==> config.mk <==
export PLATFORM = sky130hd
export DESIGN_NAME = m_seq_store_serializer
export DESIGN_NICKNAME = d
export VERILOG_FILES = /design/src/rtl/m_seq_store_serializer.sv
export SDC_FILE = /design/constraint.sdc
export NUM_CORES = 1
export LEC_CHECK = 0
export ABC_CLOCK_PERIOD_IN_PS = 25100
export CORE_ASPECT_RATIO = 0.5
export CORE_UTILIZATION = 25
export DETAILED_ROUTE_END_ITERATION = 8
export PLACE_DENSITY = 0.48
export RECOVER_POWER = 50
export SLEW_MARGIN = 15
export SYNTH_ARGS = -nofsm -noshare
export SYNTH_HDL_FRONTEND = slang
export SYNTH_SLANG_ARGS = --single-unit
==> constraint.sdc <==
create_clock -name clk_i -period 25.1 [get_ports clk_i]
set_clock_uncertainty 0.15 [all_clocks]
set_input_delay 5.02 -clock clk_i [delete_from_list [all_inputs] [get_ports clk_i]]
set_output_delay 5.02 -clock clk_i [all_outputs]
set_load 0.01 [all_outputs]
==> src/rtl/m_seq_store_serializer.sv <==
`timescale 1ns/1ps
// m_seq_store_serializer
// Takes the wide sequential beats coming out of the matrix deshuffle stage
// and slices each one into MemDataWidth-wide memory write beats with byte
// strobes and incrementing byte addresses. Per-request descriptors are
// buffered in a small meta queue, and one done pulse is issued per request.
//
// Ports:
//   clk_i, rst_i                  clock, asynchronous active-high reset
//   meta_valid_i / meta_ready_o   descriptor handshake
//   meta_addr_i                   request base byte address (beat aligned)
//   meta_beats_i                  number of input beats in the request (>=1)
//   meta_req_id_i                 request id, echoed on completion
//   seq_valid_i / seq_ready_o     sequential beat handshake
//   seq_nb_i, seq_en_i            beat data and per-nibble enables
//   wr_valid_o / wr_ready_i       write beat handshake
//   wr_addr_o, wr_data_o          write byte address and data
//   wr_strb_o                     write byte strobes
//   done_valid_o, done_req_id_o   one-cycle completion pulse and its id
//   err_o                         sticky flag: nibble pair with mismatched enables
module m_seq_store_serializer #(
  parameter int NrExits      = 4,
  parameter int DLEN         = 64,
  parameter int MemDataWidth = 64,
  parameter int AddrWidth    = 32,
  parameter int ReqIdWidth   = 4,
  parameter int MetaDepth    = 2
) (
  input  logic                           clk_i,
  input  logic                           rst_i,
  input  logic                           meta_valid_i,
  output logic                           meta_ready_o,
  input  logic [AddrWidth-1:0]           meta_addr_i,
  input  logic [15:0]                    meta_beats_i,
  input  logic [ReqIdWidth-1:0]          meta_req_id_i,
  input  logic                           seq_valid_i,
  output logic                           seq_ready_o,
  input  logic [NrExits*DLEN-1:0]        seq_nb_i,
  input  logic [NrExits*DLEN/4-1:0]      seq_en_i,
  output logic                           wr_valid_o,
  input  logic                           wr_ready_i,
  output logic [AddrWidth-1:0]           wr_addr_o,
  output logic [MemDataWidth-1:0]        wr_data_o,
  output logic [MemDataWidth/8-1:0]      wr_strb_o,
  output logic                           done_valid_o,
  output logic [ReqIdWidth-1:0]          done_req_id_o,
  output logic                           err_o
);

  localparam int BeatW       = NrExits*DLEN;
  localparam int EnW         = BeatW/4;
  localparam int K           = BeatW/MemDataWidth;
  localparam int StrbW       = MemDataWidth/8;
  localparam int NibPerSlice = MemDataWidth/4;
  localparam int SubW        = (K > 1) ? $clog2(K) : 1;
  localparam int PtrW        = $clog2(MetaDepth);
  localparam int ByteShift   = $clog2(StrbW);

  localparam logic [SubW-1:0] LastSub  = SubW'(K-1);
  localparam logic [PtrW:0]   PtrOne   = (PtrW+1)'(1);
  localparam logic [PtrW:0]   CountTwo = (PtrW+1)'(2);

  typedef enum logic {StIdle, StSer} state_t;

  state_t                 r_state, w_nextState;

  logic [AddrWidth-1:0]   r_qAddr  [MetaDepth];
  logic [15:0]            r_qBeats [MetaDepth];
  logic [ReqIdWidth-1:0]  r_qId    [MetaDepth];
  logic [PtrW:0]          r_wrPtr, r_rdPtr;

  logic [BeatW-1:0]       r_nb;
  logic [EnW-1:0]         r_en;
  logic [SubW-1:0]        r_sub;
  logic [15:0]            r_beatCnt;
  logic [AddrWidth-1:0]   r_cnt;
  logic                   r_err;
  logic                   r_doneValid;
  logic [ReqIdWidth-1:0]  r_doneId;

  logic [PtrW:0]          w_count;
  logic                   w_empty, w_full, w_metaEnq;
  logic [AddrWidth-1:0]   w_headAddr;
  logic [15:0]            w_headBeats;
  logic [ReqIdWidth-1:0]  w_headId;
  logic [MemDataWidth-1:0] w_dataSlice;
  logic [NibPerSlice-1:0] w_enSlice;
  logic [StrbW-1:0]       w_strb;
  logic                   w_pairMismatch;
  logic                   w_inSer, w_skip, w_subDone, w_lastSub, w_lastBeat;
  logic                   w_beatDone, w_reqDone, w_seqReady, w_seqAccept;

  // Queue occupancy from flag+index pointers: equal indices with differing
  // flags means full. meta_ready_o is forced low while reset is held.
  assign w_count      = r_wrPtr - r_rdPtr;
  assign w_empty      = (r_wrPtr == r_rdPtr);
  assign w_full       = (r_wrPtr[PtrW] != r_rdPtr[PtrW]) &&
                        (r_wrPtr[PtrW-1:0] == r_rdPtr[PtrW-1:0]);
  assign meta_ready_o = !w_full && !rst_i;
  assign w_metaEnq    = meta_valid_i && !w_full;
  assign w_headAddr   = r_qAddr[r_rdPtr[PtrW-1:0]];
  assign w_headBeats  = r_qBeats[r_rdPtr[PtrW-1:0]];
  assign w_headId     = r_qId[r_rdPtr[PtrW-1:0]];

  // Pick the current sub-beat slice of the held beat and its nibble enables.
  always_comb begin
    w_dataSlice = '0;
    w_enSlice   = '0;
    for (int k = 0; k < K; k++) begin
      if (r_sub == SubW'(k)) begin
        w_dataSlice = r_nb[k*MemDataWidth +: MemDataWidth];
        w_enSlice   = r_en[k*NibPerSlice +: NibPerSlice];
      end
    end
  end

  // A byte is written if either of its nibbles is enabled; a pair that
  // disagrees is still written whole but flags an error.
  always_comb begin
    w_strb         = '0;
    w_pairMismatch = 1'b0;
    for (int b = 0; b < StrbW; b++) begin
      w_strb[b]      = w_enSlice[2*b] | w_enSlice[2*b+1];
      w_pairMismatch = w_pairMismatch | (w_enSlice[2*b] ^ w_enSlice[2*b+1]);
    end
  end

  // FSM state register.
  always_ff @(posedge clk_i or posedge rst_i) begin
    if (rst_i) r_state <= StIdle;
    else       r_state <= w_nextState;
  end

  // Next-state and handshake logic. A new beat may be taken in the same
  // cycle the last sub-beat finishes, but only if a descriptor will still be
  // available for it after the current request possibly retires.
  always_comb begin
    w_nextState = r_state;
    w_inSer     = (r_state == StSer);
    w_skip      = w_inSer && (w_strb == '0);
    wr_valid_o  = w_inSer && !w_skip;
    w_subDone   = w_inSer && (w_skip || wr_ready_i);
    w_lastSub   = (r_sub == LastSub);
    w_lastBeat  = (r_beatCnt == (w_headBeats - 16'd1));
    w_beatDone  = w_subDone && w_lastSub;
    w_reqDone   = w_beatDone && w_lastBeat;
    w_seqReady  = 1'b0;
    case (r_state)
      StIdle:  w_seqReady = !w_empty;
      StSer:   w_seqReady = w_beatDone && (w_lastBeat ? (w_count >= CountTwo) : 1'b1);
      default: w_seqReady = 1'b0;
    endcase
    w_seqAccept = seq_valid_i && w_seqReady;
    case (r_state)
      StIdle:  if (w_seqAccept) w_nextState = StSer;
      StSer:   if (w_beatDone && !w_seqAccept) w_nextState = StIdle;
      default: w_nextState = StIdle;
    endcase
  end

  assign seq_ready_o   = w_seqReady;
  assign wr_data_o     = w_dataSlice;
  assign wr_strb_o     = w_strb;
  assign wr_addr_o     = w_headAddr + (r_cnt << ByteShift);
  assign done_valid_o  = r_doneValid;
  assign done_req_id_o = r_doneId;
  assign err_o         = r_err;

  // Meta queue storage and pointers; the head retires when its request ends.
  always_ff @(posedge clk_i or posedge rst_i) begin
    if (rst_i) begin
      r_wrPtr <= '0;
      r_rdPtr <= '0;
      for (int i = 0; i < MetaDepth; i++) begin
        r_qAddr[i]  <= '0;
        r_qBeats[i] <= '0;
        r_qId[i]    <= '0;
      end
    end else begin
      if (w_metaEnq) begin
        r_qAddr[r_wrPtr[PtrW-1:0]]  <= meta_addr_i;
        r_qBeats[r_wrPtr[PtrW-1:0]] <= meta_beats_i;
        r_qId[r_wrPtr[PtrW-1:0]]    <= meta_req_id_i;
        r_wrPtr <= r_wrPtr + PtrOne;
      end
      if (w_reqDone) r_rdPtr <= r_rdPtr + PtrOne;
    end
  end

  // Holding register, sub-beat / input-beat / address counters, error flag
  // and completion pulse. Skipped sub-beats still advance the address count.
  always_ff @(posedge clk_i or posedge rst_i) begin
    if (rst_i) begin
      r_nb        <= '0;
      r_en        <= '0;
      r_sub       <= '0;
      r_beatCnt   <= '0;
      r_cnt       <= '0;
      r_err       <= 1'b0;
      r_doneValid <= 1'b0;
      r_doneId    <= '0;
    end else begin
      if (w_seqAccept) begin
        r_nb  <= seq_nb_i;
        r_en  <= seq_en_i;
        r_sub <= '0;
      end else if (w_subDone && !w_lastSub) begin
        r_sub <= r_sub + SubW'(1);
      end
      if (w_reqDone)       r_cnt <= '0;
      else if (w_subDone)  r_cnt <= r_cnt + AddrWidth'(1);
      if (w_reqDone)       r_beatCnt <= '0;
      else if (w_beatDone) r_beatCnt <= r_beatCnt + 16'd1;
      if (w_inSer && w_pairMismatch) r_err <= 1'b1;
      r_doneValid <= w_reqDone;
      if (w_reqDone) r_doneId <= w_headId;
    end
  end

endmodule

==> results by group, run 1 <==
Setup path
  – Most common cell on crit path: a21oi_1
  – Crit path DAT: between 9000 and 10000 ps
  – Worst r2r dst: r_nb[103]$_DFFE_PP0P_
  – Reg-to-reg setup timing slack: about 12000 ps
  – Crit path launch: r_sub[1]$_DFFE_PP0P_
  – Critical Path RT: roughly 20000 ps
  – R2r startpoint: r_sub[1]$_DFFE_PP0P_
  – CP Capture Type: primary output
  – Critical Path Sink: seq_ready_o
  – Worst path max stage delay: roughly 2700 ps
  – Critical path peak fanout: between 80 and 90
  – CP startpoint kind: flip-flop
  – Crit Path Category: reg -> out
  – R2r worst-path depth: 20
  – Slowest cell on the critical path: clkbuf_1
  – Crit path cell chain: inv_1 -> ha_1 -> clkbuf_1 -> clkbuf_1 -> nor2_1 -> a21oi_1 -> nor2_1 -> a21oi_1 -> nor2_1 -> a21oi_1 -> ha_1 -> and4_1 -> a21oi_1 -> nor3_1 -> clkbuf_1 -> nand2b_1 -> nand2b_1 -> clkdlybuf4s50_1

Final layout
  – Total Nets Final: between 3000 and 4000
  – Layout cell share with drive strength beyond 1: between 10% and 20%
  – Cell Count, Final, Fillers Out: just under 4000
  – Most frequent cells in the layout: dfrtp_1, clkdlybuf4s50_1, mux2_1
  – Area Growth Syn to Fin: 32.28%
  – Post-layout util: between 30% and 40%

Clocking
  – Max clock buf depth: 3
  – Sink Count: ~480
  – Clock Latency Late Sink: 610 ps
  – Hold_buf cts: 0
  – PostCTS Resize Cnt: 0
  – Root Driver: clkbuf_16
  – Max H-tree Level: 2
  – Post-CTS setup buffers: 0
  – CTS tree: done
  – Clock slew at reported path FFs: approximately 60 ps
  – Total CTS buffers: 50

Detailed routing
  – Routed wire length: between 70 and 80 mm
  – Vias: ~18000
  – Routed len/inst: about 19 um
  – TritonRoute pass-1 iters: 5
  – Vias per inst: 4.519
  – # DRC: 0
  – Remaining antenna violation count: 0
  – 1st-iter DRT viols: between 800 and 900

Placement
  – RePlAce Congestion: between 0.8 and 0.9
  – Placed Instances: 3817
  – Detailed Place HPWL: about 53 mm
  – Count of input and output buffers: about 500

Floorplanning
  – Vert. Die Dim: about 220 um
  – Row cnt: slightly below 80
  – IO Pins: 490
  – Starting density of the core: between 20% and 30%
  – Die width: between 400 and 500 um
  – Die area: just under 100000 sq um
  – Core area: approximately 94000 sq um

Pwr
  – Power share of the clock group: 20.6%
  – Net Sw Power: 0.001457 W
  – Sequential share of power: between 30% and 40%
  – Net Sw Frac: 36.08%
  – LEAKAGE: roughly 13 nW
  – Total power: about 0.0040 W
  – Combinational Power Share: a little under half
  – Power density cells: about 130 nW/um^2
  – Internal cell power: 0.002581 W
  – Maximum vdd ir drop: 0.06661 mV

Synth
  – Fraction of registers with async set/reset: between 90% and 100%
  – Post-Synthesis Cells: around 2200
  – YS warnings: 0
  – Netlist Area Pre-Place: approximately 24000 sq um
  – Synth Flop Type: dfrtp_1
  – #FFs+latches synth: 482
  – EDFF count, synth: 0
  – Syn avg cell area: approximately 11 sq um
  – Synth cell types: 62
  – Sequential area share after synthesis: roughly half
  – Syn Nets: about 2600

Timing
  – Post-layout min period: about 15000 ps
  – Final Max Slew Viols: between 700 and 800
  – Hold Violations, Final: 0
  – # setup viols final: 0
  – Setup TNS: 0 ps
  – Tcrit/Tclk final: around three fifths
  – Max Clk Rate: 0.06709 GHz
  – Slew @ Worst Pin: between 5000 and 6000 ps
  – Rel. slew slack: -291.0%
  – RSZ-0062 raised after global routing: false

Run
  – MaxCap Viol Count: 13

Global route
  – Gr ovfl total: 0
  – Initial antenna violation count: 13
  – Vias in the first global route: 18330
  – Largest net degree at the start of global routing: roughly 160
  – All-Layer GR Usage: 15.15%
  – Global-route wire length before repair: between 100 and 150 mm

Outcome
  – Failing checks: capacitance limit, slew limit
  – Status: complete, but fails checks

Hold path
  – Min-delay worst type: reg -> reg
-- worst min path at each step --
stage / from / end / slack, ps / cells after the start
finish: err_o$_DFFE_PP0P_ / err_o$_DFFE_PP0P_ / 320 / 1
detailed placement: err_o$_DFFE_PP0P_ / err_o$_DFFE_PP0P_ / 310 / 1
global placement: err_o$_DFFE_PP0P_ / err_o$_DFFE_PP0P_ / 310 / 1
floorplan: r_nb[0]$_DFFE_PP0P_ / r_nb[0]$_DFFE_PP0P_ / 310 / 1
CTS: err_o$_DFFE_PP0P_ / err_o$_DFFE_PP0P_ / 330 / 1
global route: err_o$_DFFE_PP0P_ / err_o$_DFFE_PP0P_ / 340 / 1
-- cells in the mapped netlist, drive strengths merged, types with 4 or more instances --
library cell	number	area, sq um
a211oi	5	42.54
buf	49	440.4
nor3	16	90.09
nor2	250	940.9
a31oi	4	25.02
clkbuf	77	289.0
nor3b	5	47.54
o21ai	93	465.5
xnor2	51	446.7
and3	9	56.30
and4	5	43.79
o22ai	4	25.02
o21a	6	45.04
nand2b	6	37.54
mux2i	21	210.2
ha	44	550.5
xor2	37	324.1
nand4	12	75.07
o211ai	7	52.55
a21oi	221	1117
and2	4	25.02
nand2	187	701.9
nand3	29	145.1
a21o	9	67.56
dfrtp	482	12060
inv	33	123.9
or2	4	25.02
mux2	456	5135
or3	8	50.05
nor4	11	68.82
-- worst max-delay path, delay by kind of cell (launching register included) --
| kind | cells | cell delay (ps) |
|---|---|---|
| fa+ha+maj | 2 | 640 |
| buf+inv | 5 | 6210 |
| compound gates | 4 | 780 |
| flops | 1 | 450 |
| simple gates | 7 | 930 |
-- cell families (layout without fill, tap and decap cells) --
| group | count (synthesis) | in the layout | synth area share, % |
|---|---|---|---|
| and+or+nand+nor | 556 | 556 | 9.931 |
| DFF | 482 | 482 | 50.20 |
| muxes | 477 | 477 | 22.25 |
| AOI/OAI and AO/OA | 372 | 372 | 8.488 |
| buffers and inverters | 159 | 634 | 3.552 |
| xor gates and xnor gates | 88 | 88 | 3.208 |
| adders and majority gates | 45 | 45 | 2.375 |
| other | 0 | 11 | 0 |
-- sequential cells by signal, indices dropped and copies added, names as in the netlist --
name / cells
r_en: 64
err_o: 1
r_sub: 2
r_qBeats: 32
r_beatCnt: 16
r_nb: 256
r_state: 1
r_qId: 8
r_wrPtr: 2
r_rdPtr: 2
done_valid_o: 1
done_req_id_o: 4
r_cnt: 29
r_qAddr: 64
-- power by group through the flow --
stage,sequential (W),clock (W),combinational [W]
detailed placement,0.00136,0,0.00190
CTS,0.00134,0.000863,0.00190
global placement,0.00134,0,0.00188
finish,0.00134,0.000832,0.00186
floorplan,0.00129,0,0.00122
global route,0.00139,0.000893,0.00206
-- stage by stage --
| step | hold slack, ps | cell area, sq um | worst slack (ps) |
|---|---|---|---|
| 2_1_floorplan | 308.0 | 24030 | 6481 |
| 4_1_cts | 327.7 | 31840 | 12990 |
| 6_report | 322.5 | 31780 | 10190 |
| 3_5_place_dp | 312.6 | 30010 | 12990 |
| 3_3_place_gp | 306.4 | 30010 | 13010 |
| 5_1_grt | 337.0 | 31780 | 9213 |
-- routing by layer --
metal  vias up  GRT usage (%)  share of wire (%)
li1       8490              -                  -
met1      8890          17.43                 40
met2       235          28.28                 55
met3        99          2.281                2.9
met4         2          5.235                2.8
met5         -              0              0.017
-- layout make-up --
cell class / instances / area [sq um]
multi-input combinational: 1538 / 11140
antenna: 11 / 27.53
inverter: 33 / 125.1
timing repair buffer: 509 / 5024
sequential: 482 / 12070
fill: 9603 / 62320
tap: 1255 / 1570
clock buffer: 74 / 1533
clock inverter: 18 / 292.8
No activity file was read; power rests on OpenSTA's default activity.
==> inputs of run 2 (changes only) <==
--- a/config.mk
+++ b/config.mk
@@ -5,11 +5,11 @@
 export SDC_FILE = /design/constraint.sdc
 export NUM_CORES = 1
 export LEC_CHECK = 0
-export ABC_CLOCK_PERIOD_IN_PS = 25100
+export ABC_CLOCK_PERIOD_IN_PS = 12750
 export CORE_ASPECT_RATIO = 0.5
 export CORE_UTILIZATION = 25
 export DETAILED_ROUTE_END_ITERATION = 8
-export PLACE_DENSITY = 0.48
+export PLACE_DENSITY = 0.49
 export RECOVER_POWER = 50
 export SLEW_MARGIN = 15
 export SYNTH_ARGS = -nofsm -noshare
==> constraint.sdc (replaced) <==
create_clock -name clk_i -period 12.75 [get_ports clk_i]
set_clock_uncertainty 0.15 [all_clocks]
set_input_delay 2.55 -clock clk_i [delete_from_list [all_inputs] [get_ports clk_i]]
set_output_delay 2.55 -clock clk_i [all_outputs]
set_load 0.01 [all_outputs]
==> results by group, run 2 (synthesized netlist as in run 1, its figures left out) <==
Pwr
  – Internal cell power: 0.004990 W (+93%)
  – Sequential share of power: 33.8% (+0.6 points)
  – Net Sw Frac: 36.78% (+0.70 points)
  – Power density cells: 248.9 nW/um^2 (+96%)
  – Combinational Power Share: 46.5% (+0.3 points)
  – Power share of the clock group: 19.7% (-0.9 points)
  – LEAKAGE: 12.92 nW (-0.22%)
  – Net Sw Power: 0.002903 W (+99%)
  – Maximum vdd ir drop: 0.1562 mV (+130%)

Global route
  – Gr ovfl total: 0 (unchanged)
  – All-Layer GR Usage: 15.45% (+0.29 points)
  – Largest net degree at the start of global routing: 173 (+6.8%)
  – Vias in the first global route: 18480 (+0.86%)
  – Global-route wire length before repair: 115.6 mm (+1.9%)
  – Initial antenna violation count: 20 (+7)

Clocking
  – Root Driver: clkbuf_16
  – Total CTS buffers: 50 (unchanged)
  – Clock Latency Late Sink: 630 ps (+20 ps)
  – Sink Count: 482 (unchanged)
  – Post-CTS setup buffers: 0 (unchanged)
  – Clock slew at reported path FFs: 60 ps (about the same)
  – Hold_buf cts: 0 (unchanged)
  – PostCTS Resize Cnt: 0 (unchanged)
  – CTS tree: done
  – Max clock buf depth: 3 (unchanged)
  – Max H-tree Level: 2 (unchanged)

Floorplanning
  – Die area: 97430 sq um (unchanged)
  – Row cnt: 79 (unchanged)
  – IO Pins: 490 (unchanged)
  – Starting density of the core: 25.53% (unchanged)
  – Vert. Die Dim: 221.2 um (unchanged)
  – Die width: 440.4 um (unchanged)
  – Core area: 94100 sq um (unchanged)

Timing
  – Rel. slew slack: -178.0% (+110 points)
  – RSZ-0062 raised after global routing: false
  – Hold WS: 328.6 ps (+6.078 ps)
  – Max Clk Rate: 0.1174 GHz
  – Final Max Slew Viols: 375 (-50%)
  – Post-layout min period: about 8500 ps
  – Setup TNS: 0 ps (unchanged)
  – Final worst-path setup slack: 4230 ps (-5965 ps)
  – Slew @ Worst Pin: 4169 ps (-1664 ps)
  – Hold Violations, Final: 0 (unchanged)
  – # setup viols final: 0 (unchanged)
  – Tcrit/Tclk final: between 60% and 70%

Placement
  – Detailed Place HPWL: 54.43 mm (+2.5%)
  – Count of input and output buffers: 489 (unchanged)
  – RePlAce Congestion: 0.8008 (-2.0%)
  – Pre-CTS setup slack: 5466 ps (-7521 ps)

Setup path
  – Crit Path Category: reg -> out
  – Slowest cell on the critical path: ha_1
  – Worst path bufs/invs: 4 (-1)
  – Worst path max stage delay: 930 ps (-1780 ps)
  – Critical path peak fanout: 79 (-2.5%)
  – CP startpoint kind: flip-flop
  – Crit path DAT: 5820 ps (-3920 ps)
  – Crit path cell chain: inv_1 -> ha_1 -> buf_4 -> nor2_1 -> a21oi_1 -> nor2_1 -> a21oi_1 -> nor2_1 -> a21oi_1 -> ha_1 -> and4_1 -> a21oi_1 -> nor3_1 -> clkbuf_1 -> nand2b_1 -> nand2b_1 -> clkdlybuf4s50_1
  – Most common cell on crit path: a21oi_1
  – Largest delay share family, worst path: buffers and inverters
  – CP Capture Type: primary output
  – Critical Path RT: 10050 ps (-9880 ps)

Outcome
  – Failing checks: capacitance limit, slew limit
  – Status: complete, but fails checks

Detailed routing
  – Met2 wire len: 41.13 mm (+1.0%)
  – Remaining antenna violation count: 0 (unchanged)
  – 1st-iter DRT viols: 969 (+10%)
  – Routed wire length: 76.05 mm (+2.3%)
  – Vias: 17660 (-0.33%)
  – # DRC: 0 (unchanged)
  – TritonRoute pass-1 iters: 4 (-1)
  – Max Used Layer: met4
  – Met3 wire len: 2.145 mm (+0.33%)
  – Routed len/inst: 19.34 um (+2.0%)
  – Met1 wire length: 30.86 mm (+4.8%)
  – Vias per inst: 4.491 (-0.63%)

Final layout
  – Regs by FF count: r_nb (256), r_en (64), r_qAddr (64)
  – Total Nets Final: 3036 (unchanged)
  – Most frequent cells in the layout: dfrtp_1, clkdlybuf4s50_1, mux2_1
  – Largest Register: r_nb
  – Max reg flops: 256 (unchanged)
  – Most common cell after layout, fill and taps aside: dfrtp_1
  – Area Growth Syn to Fin: 31.97%
  – Layout cell share with drive strength beyond 1: 11.41% (+0.029 points)

Run
  – MaxCap Viol Count: 7 (-6)

Hold path
  – Min-delay worst type: reg -> reg
run 2: cell count changes in the layout (fill, tap and decap cells not counted), sizes merged:
cell,previous run,this run
clkbuf,83,78
diode,11,21
bufinv,7,4
inv,35,34
clkinvlp,2,1
buf,11,15
clkinv,7,15
clkdlybuf4s50,481,480
dlygate4sd3,8,9
run 2: path summary, 6_finish.rpt:
path / start / end / slack [ps] / cells past startpoint
max: r_sub[1]$_DFFE_PP0P_ / seq_ready_o / 4230 / 17
min: err_o$_DFFE_PP0P_ / err_o$_DFFE_PP0P_ / 330 / 1
max reg2reg: r_sub[1]$_DFFE_PP0P_ / r_cnt[0]$_DFFE_PP0P_ / 5460 / 16
min reg2reg: err_o$_DFFE_PP0P_ / err_o$_DFFE_PP0P_ / 330 / 1
max in group asynchronous: rst_i / r_en[13]$_DFFE_PP0P_ / 4850 / 4
min in group asynchronous: rst_i / r_nb[95]$_DFFE_PP0P_ / 2780 / 2
run 2: per-stage QoR:
| step | total power [W] | area [sq um] | util [%] | instances |
|---|---|---|---|---|
| finish | 0.007893 | 31710 | 33.70 | 3932 |
| global route | 0.008498 | 31700 | 33.69 | 3930 |
| CTS | 0.008030 | 31730 | 33.71 | 3911 |
| detailed placement | 0.006416 | 30020 | 31.90 | 3817 |
| global placement | 0.006367 | 30020 | 31.90 | 3817 |
| floorplan | 0.004939 | 24030 | - | 2179 |
run 2: final cells by class:
| cell class | instances | area (sq um) |
|---|---|---|
| antenna | 21 | 52.55 |
| clock buffer | 73 | 1479 |
| clock inverter | 21 | 224.0 |
| fill | 9541 | 62390 |
| inverter | 33 | 125.1 |
| multi-input combinational | 1538 | 11140 |
| sequential | 482 | 12060 |
| tap | 1255 | 1570 |
| timing repair buffer | 509 | 5051 |
run 2: power groups by stage:
stage	registers, W	logic, W	clock network [W]
2_1_floorplan	0.00254	0.00240	0
3_3_place_gp	0.00268	0.00369	0
3_5_place_dp	0.00269	0.00372	0
4_1_cts	0.00267	0.00374	0.00162
5_1_grt	0.00277	0.00406	0.00168
6_report	0.00267	0.00367	0.00156
run 2: per-layer routing:
layer  up-vias  global-route usage (%)
met5         -                       0
met4         0                   5.760
met3        85                   2.248
met2       227                   28.14
met1      8862                   18.23
li1       8484                       -
